## src/rtl/serial_subtractor.sv

```systemverilog
// Bit-serial unsigned subtractor: one difference bit per clock, LSB first,
// with valid/ready handshakes on operand input and result output.
module serial_subtractor #(
  parameter int unsigned WIDTH = 8
) (
  input  logic             CLK,
  input  logic             RESET,
  input  logic [WIDTH-1:0] I0,
  input  logic [WIDTH-1:0] I1,
  input  logic             BIN,
  input  logic             VALID_IN,
  output logic             READY_OUT,
  output logic [WIDTH-1:0] O,
  output logic             BOUT,
  output logic             VALID_OUT,
  input  logic             READY_IN
);

  localparam int unsigned CW = $clog2(WIDTH + 1);

  typedef enum logic [1:0] {
    IDLE  = 2'd0,
    SHIFT = 2'd1,
    DONE  = 2'd2
  } state_e;

  state_e           state_q, state_d;
  logic [WIDTH-1:0] a_q, a_d;
  logic [WIDTH-1:0] b_q, b_d;
  logic [WIDTH-1:0] acc_q, acc_d;
  logic [WIDTH-1:0] o_q, o_d;
  logic [CW-1:0]    cnt_q, cnt_d;
  logic             br_q, br_d;
  logic             bout_q, bout_d;
  logic             valid_q, valid_d;

  logic             diff_bit;
  logic             borrow_nxt;
  logic [WIDTH-1:0] acc_shifted;

  // Single subtract cell on the current LSBs and the registered borrow.
  always_comb begin
    diff_bit    = a_q[0] ^ b_q[0] ^ br_q;
    borrow_nxt  = (~a_q[0] & b_q[0]) | (~(a_q[0] ^ b_q[0]) & br_q);
    acc_shifted = {diff_bit, acc_q[WIDTH-1:1]};
  end

  always_comb begin
    state_d = state_q;
    a_d     = a_q;
    b_d     = b_q;
    acc_d   = acc_q;
    o_d     = o_q;
    cnt_d   = cnt_q;
    br_d    = br_q;
    bout_d  = bout_q;
    valid_d = valid_q;

    case (state_q)
      IDLE: begin
        if (VALID_IN) begin
          a_d     = I0;
          b_d     = I1;
          br_d    = BIN;
          cnt_d   = '0;
          state_d = SHIFT;
        end
      end
      SHIFT: begin
        acc_d = acc_shifted;
        a_d   = a_q >> 1;
        b_d   = b_q >> 1;
        br_d  = borrow_nxt;
        cnt_d = cnt_q + CW'(1);
        if (cnt_q == CW'(WIDTH - 1)) begin
          o_d     = acc_shifted;
          bout_d  = borrow_nxt;
          valid_d = 1'b1;
          state_d = DONE;
        end
      end
      DONE: begin
        if (READY_IN) begin
          valid_d = 1'b0;
          state_d = IDLE;
        end
      end
      default: state_d = IDLE;
    endcase
  end

  always_ff @(posedge CLK) begin
    if (RESET) begin
      state_q <= IDLE;
      a_q     <= '0;
      b_q     <= '0;
      acc_q   <= '0;
      o_q     <= '0;
      cnt_q   <= '0;
      br_q    <= 1'b0;
      bout_q  <= 1'b0;
      valid_q <= 1'b0;
    end else begin
      state_q <= state_d;
      a_q     <= a_d;
      b_q     <= b_d;
      acc_q   <= acc_d;
      o_q     <= o_d;
      cnt_q   <= cnt_d;
      br_q    <= br_d;
      bout_q  <= bout_d;
      valid_q <= valid_d;
    end
  end

  // Ready is combinational so it drops immediately while reset is asserted.
  assign READY_OUT = (state_q == IDLE) & ~RESET;
  assign O         = o_q;
  assign BOUT      = bout_q;
  assign VALID_OUT = valid_q;

endmodule
```

## config.mk

```make
export PLATFORM = sky130hd
export DESIGN_NAME = serial_subtractor
export DESIGN_NICKNAME = d
export VERILOG_FILES = /design/src/rtl/serial_subtractor.sv
export SDC_FILE = /design/constraint.sdc
export NUM_CORES = 1
export LEC_CHECK = 0
export ABC_AREA = 1
export CAP_MARGIN = 5
export CORE_UTILIZATION = 55
export CTS_CLUSTER_SIZE = 16
export DETAILED_ROUTE_END_ITERATION = 8
export GPL_TIMING_DRIVEN = 0
export PLACE_DENSITY = 0.79
export SYNTH_ARGS = -nofsm -noshare
export SYNTH_HDL_FRONTEND = slang
export SYNTH_SLANG_ARGS = --single-unit
```

## constraint.sdc

```tcl
create_clock -name CLK -period 2.9 [get_ports CLK]
set_input_delay 0.58 -clock CLK [delete_from_list [all_inputs] [get_ports CLK]]
set_output_delay 0.58 -clock CLK [all_outputs]
set_load 0.05 [all_outputs]
```

==> impl_metrics.json <==
{
  "root_buffer": "clkbuf_4",
  "rsz0062_at_grt": "no",
  "yosysWarnings": 0,
  "fin_ws_ns": 0.498,
  "ctsHtreeMaxLevel": 2,
  "startpoint_type": "register",
  "synthAdderAreaFrac_pct": 1.81,
  "syn_avg_cell_area_sq_um": 6.81,
  "r2r_start": "cnt_q[0]$_SDFFE_PP0P_",
  "slew_violations": 0,
  "overflow": 0,
  "ant_nets": 0,
  "antenna_found_initial": 0,
  "post-route-util_pct": 72.8,
  "cp_cell_sequence": "nor2_2 > buf_4 > inv_1 > nor2_1 > dlymetal6s2s_1",
  "drt-total-wl_um": 3770,
  "arrival_ns": 1.82,
  "die_x_um": 59.2,
  "synth_nets": 287,
  "placed_area_sq_um": 2140,
  "cp.required_ns": 2.32,
  "path_buf_inv": 3,
  "cts_setup_buffers": 0,
  "synth_compound_area_share_pct": 6.82,
  "via_count": 1658,
  "setup_tns_ns": 0,
  "wire_per_inst_um": 11.0,
  "start_util_pct": 58.4,
  "netlist_area_sq_um": 1800,
  "drive_gt1_share_pct": 9.33,
  "crit_path_end": "READY_OUT",
  "yosys.area_share.xor_xnor_pct": 0,
  "relSlewSlack_pct": 66.5,
  "slowest_delay_ns": 0.42,
  "use_met3_pct": 6.55,
  "outcome": "complete, no violations",
  "portBuffers": 29,
  "cts_num_sinks": 40,
  "cp_num_cells": 5,
  "leakagePower_nw": 1.00,
  "fmax_mhz": 416,
  "diodes": 0,
  "cts.clk_slew.worst_paths_ns": 0.12,
  "die-area_sq_um": 3500,
  "powerDensity_nw_per_um2": 535,
  "rows": 20,
  "dp_hpwl_um": 2590,
  "cts_tree": "built",
  "hold_ws_ns": 0.457,
  "worst-setup-path-type": "register to output port",
  "dp_cells": 337,
  "yosys.area_share.simple_pct": 35.1,
  "grt_pass1_vias": 1475,
  "grt_first_pass_wirelength_um": 6370,
  "use_met1_pct": 32.9,
  "core_sq_um": 3080,
  "setup_viol": 0,
  "muxShareOfSynthArea_pct": 0,
  "viasPerCell": 4.82,
  "critPathSlowestCell": "dlymetal6s2s_1",
  "vdd_drop_max_v": 0.000360,
  "die_h_um": 59.2,
  "synth_cell_type_count": 19,
  "grtUsageMet2_pct": 38.6,
  "drtPass1Iterations": 4,
  "grt_usage_pct": 24.6,
  "synthCells": 264,
  "cp_max_fo": 10,
  "ys_seq_elements": 40,
  "fin_nets": 323,
  "area_growth_pct": 24.8,
  "hp-class": "register to register",
  "grt_max_degree": 13,
  "clkLatencyLatePin_ns": 0.35,
  "critPathTopFamily": "buffers and inverters",
  "top_usage_layer": "met2",
  "preCtsSetupSlack_ns": 0.363,
  "maxCapViolCount": 0,
  "reg2reg_depth": 6,
  "route.detailed.drc": 0,
  "clockBufferDepth": 2,
  "r2r_setup_slack_ns": 1.40,
  "synth_seq_area_share_pct": 44.6,
  "clock_skew_ns": 0.00902,
  "hold_violations": 0,
  "startpoint": "state_q[0]$_SDFFE_PP0P_",
  "r2r_end": "O[1]$_SDFFE_PP0P_",
  "period_needed_ns": 2.40,
  "numCtsBuffers": 5,
  "drt_iter0_markers": 37,
  "place_congestion": 0.763,
  "crit_path_end_kind": "output port",
  "instances_no_fill": 344,
  "synth_top_family_by_area": "simple AND/OR/NAND/NOR gates",
  "final_area_sq_um": 2240,
  "pin_count": 32,
  "total_power_mw": 1.20,
  "post-route-period-util_pct": 82.8,
  "tightest_slew_ns": 0.501
}
cell type report:
cell class	instances	area [sq um]
inverters	33	124
well taps	44	55.1
repair buffers	29	293
plain buffers	13	86.3
flip-flops and latches	40	801
fillers	277	836
clock buffers	5	37.5
clock inverters	2	60.1
multi-input cells	178	786
repair_timing:
item                       4_1_cts  5_1_grt
resized for setup                0        1
hold buffers                     0        0
setup endpoints to repair        0        1
layout by cell type (no fill, tap or decap):
cell / instances
nand2_1: 59
nor2_1: 52
nand3_1: 33
bufinv_16: 2
nand2_2: 3
inv_2: 2
inv_1: 31
nor3_1: 1
dfxtp_1: 40
clkdlybuf4s50_1: 28
ha_1: 1
nor2_2: 4
o21a_1: 1
buf_2: 6
o21ai_0: 8
o21ai_1: 1
clkbuf_4: 5
clkbuf_1: 1
dlymetal6s2s_1: 1
buf_4: 4
fa_1: 1
buf_6: 2
a21oi_1: 14
how the worst min path moves through the flow:
stage / from / end / slack (ns) / cells after the start
after global routing: acc_q[2]$_SDFFE_PP0P_ / acc_q[2]$_SDFFE_PP0P_ / 0.47 / 2
after CTS: acc_q[7]$_SDFFE_PP0P_ / acc_q[7]$_SDFFE_PP0P_ / 0.46 / 2
after floorplan: acc_q[7]$_SDFFE_PP0P_ / acc_q[7]$_SDFFE_PP0P_ / 0.43 / 2
after global placement: acc_q[3]$_SDFFE_PP0P_ / acc_q[3]$_SDFFE_PP0P_ / 0.44 / 2
after detailed placement: acc_q[7]$_SDFFE_PP0P_ / acc_q[7]$_SDFFE_PP0P_ / 0.44 / 2
final: acc_q[2]$_SDFFE_PP0P_ / acc_q[2]$_SDFFE_PP0P_ / 0.46 / 2
layer usage:
layer	up-vias	wire length (um)
met5	-	0
met4	0	61
met3	6	178
met2	41	1730
met1	729	1800
li1	882	-
state kept, by name, indices dropped and copies added (netlist names):
signal     count
b_q            8
a_q            8
acc_q          7
O              8
cnt_q          4
BOUT           1
br_q           1
state_q        2
VALID_OUT      1
tightest hold or removal path: stages, from the launching register on:
cell and delay (ns):
dfxtp_1 0.32, inv_1 0.05, a21oi_1 0.06
cells in the mapped netlist:
library cell,instances,area [sq um]
o21ai_0,8,40.0
nand3_1,33,165
ha_1,1,12.5
nand2_1,59,221
inv_2,2,7.51
o21ai_1,1,5.00
clkbuf_1,1,3.75
nor2_2,4,25.0
dfxtp_1,40,801
buf_2,6,30.0
inv_1,31,116
nand2_2,3,18.8
o21a_1,1,7.51
buf_4,4,30.0
buf_6,2,22.5
fa_1,1,20.0
nor3_1,1,5.00
nor2_1,52,195
a21oi_1,14,70.1
kinds of logic (layout without fill, tap and decap cells):
group / count (synthesis) / in the layout
compound gates: 24 / 24
fa+ha+maj: 2 / 2
buf+inv: 46 / 82
flops: 40 / 40
simple gates: 152 / 152
where the power goes:
part           internal, mW  leakage [nW]  switching (mW)
Clock                 0.264        0.0513           0.180
Combinational        0.0708         0.624          0.0956
Sequential            0.576         0.327          0.0129
Power figures use the tool's default switching activity.
